===== src/rtl/vram_arbiter.sv =====
// -----------------------------------------------------------------------------
// vram_arbiter
//
// Shares the single-port 2 KB video RAM between the video generator's
// character fetch and the Z80 CPU. Video has priority. The CPU is stalled
// through cpu_wait_n until its access completes. After CPU_MAX_WAIT
// consecutive denied cycles the CPU takes the port.
//
// Ports
//   clk, resetn            system clock, asynchronous active-low reset
//   vid_req/vid_addr       video fetch request (held until vid_ack) and address
//   vid_ack                combinational grant to video for this cycle
//   vid_valid/vid_data     video read data, one cycle after vid_ack
//   cpu_rd/cpu_wr          decoded CPU strobes (level); both high means write
//   cpu_addr/cpu_wdata     CPU address and write data, sampled in the grant cycle
//   cpu_rdata              CPU read data, held until the next CPU read completes
//   cpu_done               one-cycle pulse after a CPU grant
//   cpu_wait_n             low while a CPU access is pending and not yet done
//   ram_addr/ram_we/
//   ram_wdata/ram_rdata    RAM primitive interface (read latency one cycle)
//
// Optional build macro
//   VRAM_ARB_STATS_EN      adds output vid_stall_cnt[15:0], a saturating
//                          count of cycles where video was denied.
// -----------------------------------------------------------------------------
module vram_arbiter #(
  parameter int ADDR_WIDTH   = 11,
  parameter int DATA_WIDTH   = 8,
  parameter int CPU_MAX_WAIT = 16
) (
  input  logic                  clk,
  input  logic                  resetn,
  input  logic                  vid_req,
  input  logic [ADDR_WIDTH-1:0] vid_addr,
  output logic                  vid_ack,
  output logic                  vid_valid,
  output logic [DATA_WIDTH-1:0] vid_data,
  input  logic                  cpu_rd,
  input  logic                  cpu_wr,
  input  logic [ADDR_WIDTH-1:0] cpu_addr,
  input  logic [DATA_WIDTH-1:0] cpu_wdata,
  output logic [DATA_WIDTH-1:0] cpu_rdata,
  output logic                  cpu_done,
  output logic                  cpu_wait_n,
  output logic [ADDR_WIDTH-1:0] ram_addr,
  output logic                  ram_we,
  output logic [DATA_WIDTH-1:0] ram_wdata,
  input  logic [DATA_WIDTH-1:0] ram_rdata
`ifdef VRAM_ARB_STATS_EN
  ,
  output logic [15:0]           vid_stall_cnt
`endif
);

  localparam logic [7:0] C_MAX_WAIT = 8'(CPU_MAX_WAIT);

  // Tag travelling with each RAM read so the returning data goes to the
  // requester that was granted one cycle earlier.
  typedef enum logic [1:0] {
    OWN_NONE = 2'd0,
    OWN_VID  = 2'd1,
    OWN_CPU  = 2'd2
  } owner_e;

  owner_e                r_rd_owner;
  owner_e                w_rd_owner_next;
  logic                  r_served;
  logic                  w_served_next;
  logic [7:0]            r_wait_cnt;
  logic [7:0]            w_wait_cnt_next;
  logic                  r_cpu_done;
  logic [DATA_WIDTH-1:0] r_cpu_rdata;
  logic [DATA_WIDTH-1:0] r_vid_data;

  logic w_any_strobe;
  logic w_cpu_req;
  logic w_cpu_grant;
  logic w_cpu_wr_grant;
  logic w_cpu_rd_grant;
  logic w_vid_grant;

  // Grant decision. These terms feed state only; outputs are additionally
  // qualified by resetn below.
  assign w_any_strobe   = cpu_rd | cpu_wr;
  assign w_cpu_req      = w_any_strobe & ~r_served;
  assign w_cpu_grant    = w_cpu_req & (~vid_req | (r_wait_cnt == C_MAX_WAIT));
  assign w_cpu_wr_grant = w_cpu_grant & cpu_wr;
  assign w_cpu_rd_grant = w_cpu_grant & ~cpu_wr;
  assign w_vid_grant    = vid_req & ~w_cpu_grant;

  // Next-state logic.
  // NOTE: every variable assigned in an always_comb gets a default first, so
  // no path leaves it unassigned and no latch is inferred.
  always_comb begin
    w_served_next   = r_served;
    w_wait_cnt_next = r_wait_cnt;
    w_rd_owner_next = OWN_NONE;

    // One access per strobe: served blocks re-arbitration until the Z80
    // releases both rd_n and wr_n. It is set at the grant edge so it is
    // already high in the cpu_done cycle.
    if (w_cpu_grant) begin
      w_served_next = 1'b1;
    end else if (!w_any_strobe) begin
      w_served_next = 1'b0;
    end

    if (w_cpu_grant || !w_cpu_req) begin
      w_wait_cnt_next = '0;
    end else if (r_wait_cnt != 8'hff) begin
      w_wait_cnt_next = r_wait_cnt + 8'd1;
    end

    if (w_cpu_rd_grant) begin
      w_rd_owner_next = OWN_CPU;
    end else if (w_vid_grant) begin
      w_rd_owner_next = OWN_VID;
    end
  end

  // NOTE: sequential state uses non-blocking assignments only, so every flop
  // samples the pre-edge value of every other flop regardless of block order.
  always_ff @(posedge clk or negedge resetn) begin
    if (!resetn) begin
      r_rd_owner  <= OWN_NONE;
      r_served    <= 1'b0;
      r_wait_cnt  <= '0;
      r_cpu_done  <= 1'b0;
      r_cpu_rdata <= '0;
      r_vid_data  <= '0;
    end else begin
      r_rd_owner <= w_rd_owner_next;
      r_served   <= w_served_next;
      r_wait_cnt <= w_wait_cnt_next;
      r_cpu_done <= w_cpu_grant;
      // Capture returning data so each side keeps its last value after the
      // delivery cycle.
      if (r_rd_owner == OWN_CPU) begin
        r_cpu_rdata <= ram_rdata;
      end
      if (r_rd_owner == OWN_VID) begin
        r_vid_data <= ram_rdata;
      end
    end
  end

  // Read data is delivered straight from the RAM in the cycle after the grant
  // and held from the capture registers afterwards.
  assign vid_valid = (r_rd_owner == OWN_VID);
  assign vid_data  = (r_rd_owner == OWN_VID) ? ram_rdata : r_vid_data;
  assign cpu_rdata = (r_rd_owner == OWN_CPU) ? ram_rdata : r_cpu_rdata;
  assign cpu_done  = r_cpu_done;

  // Combinational outputs are forced to their idle values while resetn is
  // low, so an access in flight is dropped at once and the Z80 is released.
  assign vid_ack    = resetn & w_vid_grant;
  assign cpu_wait_n = ~(resetn & w_cpu_req & ~r_cpu_done);
  assign ram_we     = resetn & w_cpu_wr_grant;
  assign ram_wdata  = (resetn & w_cpu_wr_grant) ? cpu_wdata : '0;

  always_comb begin
    ram_addr = '0;
    if (resetn) begin
      if (w_cpu_grant) begin
        ram_addr = cpu_addr;
      end else if (w_vid_grant) begin
        ram_addr = vid_addr;
      end
    end
  end

`ifdef VRAM_ARB_STATS_EN
  logic [15:0] r_vid_stall_cnt;

  always_ff @(posedge clk or negedge resetn) begin
    if (!resetn) begin
      r_vid_stall_cnt <= '0;
    end else if (vid_req && !w_vid_grant && (r_vid_stall_cnt != 16'hffff)) begin
      r_vid_stall_cnt <= r_vid_stall_cnt + 16'd1;
    end
  end

  assign vid_stall_cnt = r_vid_stall_cnt;
`endif

endmodule


===== config.mk =====
export PLATFORM = sky130hd
export DESIGN_NAME = vram_arbiter
export DESIGN_NICKNAME = d
export VERILOG_FILES = /design/src/rtl/vram_arbiter.sv
export SDC_FILE = /design/constraint.sdc
export NUM_CORES = 1
export LEC_CHECK = 0
export BUFFER_PORTS_ARGS = -buffer_cell sky130_fd_sc_hd__buf_2
export CAP_MARGIN = 30
export CORE_ASPECT_RATIO = 1.75
export CORE_MARGIN = 2
export CORE_UTILIZATION = 46
export CTS_BUF_LIST = sky130_fd_sc_hd__clkbuf_2 sky130_fd_sc_hd__clkbuf_4 sky130_fd_sc_hd__clkbuf_8
export CTS_CLUSTER_DIAMETER = 200
export DETAILED_ROUTE_END_ITERATION = 16
export PLACE_DENSITY = 0.9
export SYNTH_ARGS = -nofsm -noshare
export SYNTH_HDL_FRONTEND = slang
export SYNTH_SLANG_ARGS = --single-unit

===== constraint.sdc =====
create_clock -name clk -period 2.45 [get_ports clk]
set_input_delay 0.1225 -clock clk [delete_from_list [all_inputs] [get_ports clk]]
set_output_delay 0.1225 -clock clk [all_outputs]
set_load 0.1 [all_outputs]

==> reports/results.ini, run 1 <==
[cells_and_area]
diodes=0
num-nets-final=269
layoutNonFillerInstCount=266
area_growth_pct=69.6
design_area_um2=2570
fillers=173
final_layout_size_suffix_gt1_share_pct=59.2

[cts]
numCtsBuffers=3
cts.sinks=28
cts-root-buf=clkbuf_8
cts_tree=built
ctsHtreeMaxLevel=1
cts.path.max_buffers=2
cts_setup_buffers=0
clk_pin_slew_ns=0.09
clkLatencyLatePin_ns=0.26

[worst_setup_path]
required_ns=2.33
startpoint_type=register
cp_cell_sequence=inv_1 -> ha_1 -> or4b_4 -> o21a_4 -> nor3b_2 -> buf_12
end_kind=output port
slowest_delay_ns=0.51
crit_slowest_cell=or4b_4
cp.arrival_ns=2.39
crit_fanout=11
crit_type=register to output port

[synth]
syn_inst=138
syn_area_per_cell_um2=11.0
yosysTopAreaCellShare_pct=46.2
async_reset_ff_share_pct=100
synth_cell_type_count=33
synth_enable_flop_cells=0
ys_seq_area_share_pct=46.2
syn_area_um2=1520
synth_seq_cells=28
synth-main-ff-cell=dfrtp_1
synth_warnings=0
yosysTopAreaCell=dfrtp_1
synth_nets=183
synthTopCellsByArea=dfrtp_1 46%, mux2_2 12%, o2bb2ai_1 6.4%

[placement]
post_dp_cell_area_um2=2460
place_ws_ns=0.142
dpl.hpwl_mm=3.81
dp.cells=259
io_buffer_count=82
gp_congestion=0.840

[sta]
max_clock_freq_mhz=398
clock-skew-final_ns=0.00349
setup_slack_ns=-0.0601
rsz0062_at_grt=yes
setup_viol=1
finalCritPeriodShare_pct=102
slew_viol_final=0
hold_violations=0
relSlewSlack_pct=53.3
period_minus_slack_ns=2.51
finalSetupTns_ns=-0.0601
tightest_slew_ns=0.697

[power]
power.total_mw=1.76
leakage_nw=1.12
irDropWorstVdd_mv=0.510
power_density_nw_per_um2=683

[die]
initial_core_util_pct=48.3
core_um2=3140
io_pins=83
die_area_um2=3790
die_h_um=80.0
rows=27
fp.dieW_um=47.4

[outcome]
violations=setup timing
status=complete, but fails checks

[drt]
drt_iter0_drc=62
drtPass1Iterations=4
avgViaCountPerCell=5.97
wire_per_inst_um=20.1
vias=1588
ant_nets=0
drc=0
wl_mm=5.36

[global_route]
grt_use_total_pct=27.3
gr-total-overflow=0
grt_pass1_vias=1607
grt_max_degree=23
antenna_found_initial=0
grt_pass1_wl_mm=7.49

[job]
maxCapViolCount=0

[hold_path]
hp-class=input port to register

metal layers:
layer	vias up	routed length, µm	GRT usage [%]
met4	0	291	10.3
li1	701	-	-
met2	112	3060	51.6
met1	757	1600	27.1
met5	-	0	0
met3	18	399	4.30
worst paths after layout:
check                         startpoint        endpoint  slack, ns  cells past startpoint
max in group asynchronous         resetn  r_cpu_rdata[1]       1.50                      3
min in group asynchronous         resetn   r_wait_cnt[6]       0.33                      2
hold reg to reg            r_vid_data[0]   r_vid_data[0]       0.50                      1
setup reg to reg           r_wait_cnt[0]   r_wait_cnt[0]       0.34                      5
setup / recovery           r_wait_cnt[0]    ram_wdata[5]      -0.06                      6
hold / removal                    cpu_wr   r_rd_owner[1]        0.1                      2
flip-flops by register name, indices dropped and copies added (netlist names):
| register | cells |
|---|---|
| r_cpu_rdata | 8 |
| r_vid_data | 8 |
| r_rd_owner | 2 |
| r_served | 1 |
| r_wait_cnt | 8 |
| cpu_done | 1 |
power breakdown:
group / internal (mW) / total, mW / switching (mW)
combinational: 0.206 / 0.942 / 0.736
sequential: 0.525 / 0.544 / 0.0192
clock: 0.143 / 0.271 / 0.128
total: 0.874 / 1.76 / 0.883
kinds of logic (layout without fill, tap and decap cells):
logic type                 after synthesis  count (layout)  synth area share, %
adders and majority gates                2               2                 1.65
and+or+nand+nor                         49              49                 19.6
muxes                                   16              16                 11.9
buffers and inverters                   13              96                 4.87
AOI/OAI and AO/OA                       30              32                 15.8
DFF                                     28              28                 46.2
metrics by stage:
stage / hold WS [ns] / util, %
5_1_grt: 0.106 / 81.9
3_5_place_dp: 0.0745 / 78.2
3_3_place_gp: 0.0703 / 78.2
2_1_floorplan: -0.173 / -
4_1_cts: 0.0731 / 80.7
6_report: 0.0971 / 81.9
critical path, delay by kind of cell (launching register included):
kind	cells	cell delay, ns
DFF	1	0.42
and+or+nand+nor	2	0.91
AOI/OAI and AO/OA	1	0.32
adders and majority gates	1	0.15
buffers and inverters	2	0.32
layout by cell type (no fill, tap or decap), types with 2 or more instances in the layout:
master     synthesis  routed
and3_1             2       2
o2bb2ai_1         11       3
clkbuf_8           0       4
a21oi_1            5       5
dfrtp_1           28      28
mux2_2            16      16
inv_1              4       4
nand3_1           15      14
a31oi_1            4       4
nor3_1             7       7
buf_2              2      62
buf_12             0      20
a211oi_1           2       2
and4_1             4       4
o2bb2ai_4          0       8
nor3b_2            0       5
nor2_1             5       4
ha_1               2       2
buf_4              0       5
nor3b_4            0       3
what timing repair did:
item,CTS,global route
resized for setup,2,3
setup endpoints to repair,11,20
gates cloned,0,2
endpoints found under the hold margin,7,0
hold buffers,1,0
pin swaps,0,2
final cells by class:
class | instances | area, µm² | share of cell area [%]
repair buffers | 88 | 758 | 29.5
inverters | 4 | 15.0 | 0.584
well taps | 43 | 53.8 | 2.09
multi-input cells | 99 | 990 | 38.5
clock buffers | 4 | 55.1 | 2.14
flip-flops and latches | 28 | 701 | 27.2
Yosys cell counts (all sizes together) (2+ instances only):
cell type / n
clkbuf: 4
nand3: 15
o21a: 2
and3: 2
nor2: 5
ha: 2
nor3b: 8
and4: 4
dfrtp: 28
a21oi: 5
buf: 5
inv: 4
mux2: 16
nor3: 7
o2bb2ai: 11
a31oi: 4
a211oi: 2
No activity file was read; power rests on OpenSTA's default activity.
==> run 2: changes to the inputs <==
- REMOVE_ABC_BUFFERS: default -> 1
==> run 2 against run 1 <==
Compared with the run above: the run now ends clean; hold slack lost 0.018 ns; critical path depth is the same; sequential share of layout area up 2.4 points; sequential power about the same; worst setup slack gained 0.12 ns; die area is the same; clock power rose by 31%; wire length is 14% lower; core utilization is 6.6 points lower; count of clock-buffer cells in the layout shrank 1; clock skew barely moved; critical endpoint is now ram_wdata[3]; global-route usage is 1.7 points lower.
==> reports/results.ini, run 2 (synthesis gave the netlist of run 1 again) <==
[outcome]
status=completed

[global_route]
grt_use_total_pct=25.6
grt_pass1_wl_mm=7.09
antenna_found_initial=0
grt_pass1_vias=1585
gr-total-overflow=0
grt_max_degree=27

[sta]
clock-skew-final_ns=0.00361
slew_viol_final=0
setup_viol=0
rsz0062_at_grt=yes
relSlewSlack_pct=49.2
max_clock_freq_mhz=418
finalSetupTns_ns=0
period_minus_slack_ns=2.39
finalCritPeriodShare_pct=97.7
setup_slack_ns=0.0553
tightest_slew_ns=0.759
hold_violations=0

[cells_and_area]
final_cell_mix=62 x buf_2, 28 x dfrtp_1, 19 x buf_12
num-nets-final=264
diodes=0
area_growth_pct=55.9
final_common_cell=buf_2
reg_top3=r_cpu_rdata: 8 flops, r_vid_data: 8 flops, r_wait_cnt: 8 flops
final_layout_size_suffix_gt1_share_pct=54.1
layoutNonFillerInstCount=261

[cts]
cts-root-buf=clkbuf_8
cts.path.max_buffers=2
cts.sinks=28
ctsHtreeMaxLevel=1
clk_pin_slew_ns=0.09
clkLatencyLatePin_ns=0.27
cts_tree=built
numCtsBuffers=3

[power]
internal_power_uw=932
power_density_nw_per_um2=763
leakage_nw=1.05
power.total_mw=1.80
p_clk_share_pct=19.7
power.switching_uw=872
p_sw_share_pct=48.3
power_frac_comb_pct=50.0
pwr-share-seq_pct=30.3
irDropWorstVdd_mv=0.608

[drt]
wl_met3_um=279
ant_nets=0
drt_iter0_drc=38
drc=0
top_layer_used=met4
drtPass1Iterations=4
vias=1479
wl_met1_mm=1.53
wl_met2_mm=2.70
avgViaCountPerCell=5.67
wl_mm=4.60
wire_per_inst_um=17.6

[placement]
dp.cells=256
dpl.hpwl_mm=3.51
place_ws_ns=0.187
gp_congestion=0.740
io_buffer_count=82

[worst_setup_path]
end_kind=output port
crit_buf_inv=2
cp.arrival_ns=2.27
crit_slowest_cell=or4b_4
startpoint_type=register
reg2reg_to=r_wait_cnt[2]
crit_type=register to output port
required_ns=2.33
crit_family=simple AND/OR/NAND/NOR gates
cp_cell_sequence=inv_1 -> ha_1 -> or4b_4 -> o21a_4 -> nor3b_2 -> buf_12
crit_fanout=24
slowest_delay_ns=0.49
crit-reg2reg-launch=r_wait_cnt[0]
ff2ff_setup_slack_ns=0.40
rr_worst_depth=5

[die]
initial_core_util_pct=48.3
core_um2=3140
fp.dieW_um=47.4
die_h_um=80.0
io_pins=83
die_area_um2=3790
rows=27

[hold_path]
hp-class=input port to async pin

[job]
maxCapViolCount=0

## run 2: changes by cell type in the layout (fill, tap and decap cells not counted), sizes merged
cell / change
clkbuf: -1
o21a: -1
o311a: -1
buf: -3
bufinv: +1
## run 2: metal layers
metal  GRT usage [%]  up-vias
li1                -      679
met1            25.5      711
met2            48.2       77
met3            4.98       12
met4            8.61        0
met5               0        -
## run 2: final cells by class
cell class                      count  area [µm²]
Sequential cell                    28         701
Clock buffer                        3        41.3
Clock inverter                      1        30.0
Tap cell                           43        53.8
Fill cell                         211         777
Multi-Input combinational cell     97         801
Timing Repair Buffer               85         723
Inverter                            4        15.0
## run 2: stage by stage
step	util (%)	area, µm²	hold WS, ns
6_report	75.3	2360	0.0790
5_1_grt	75.3	2360	0.0823
4_1_cts	73.6	2310	0.0639
3_5_place_dp	70.7	2220	0.0289
3_3_place_gp	70.7	2220	0.0226
2_1_floorplan	-	1460	-0.173
## run 2: power by group through the flow
| stage | Clock [mW] | Sequential (mW) | Combinational (mW) |
|---|---|---|---|
| 2_1_floorplan | 0 | 0.553 | 0.701 |
| 3_3_place_gp | 0 | 0.546 | 0.879 |
| 3_5_place_dp | 0 | 0.554 | 0.895 |
| 4_1_cts | 0.359 | 0.547 | 0.900 |
| 5_1_grt | 0.374 | 0.551 | 0.935 |
| 6_report | 0.355 | 0.546 | 0.902 |
## run 2: how the worst max path moves through the flow
stage | startpoint | endpoint | slack [ns] | depth (start not counted)
detailed placement | r_wait_cnt[0] | ram_wdata[4] | 0.19 | 6
CTS | r_wait_cnt[0] | ram_wdata[7] | -0.09 | 6
global placement | r_wait_cnt[0] | ram_wdata[3] | 0.29 | 6
floorplan | r_wait_cnt[0] | ram_wdata[0] | -1.32 | 5
finish | r_wait_cnt[0] | ram_wdata[3] | 0.06 | 6
global route | r_wait_cnt[0] | ram_wdata[3] | -0.06 | 6
## run 2: what timing repair did
item | 4_1_cts | 5_1_grt
hold buffers | 1 | 0
endpoints found under the setup margin | 9 | 20
gates resized for setup | 2 | 10
endpoints found under the hold margin | 3 | 0
setup buffers | 0 | 0
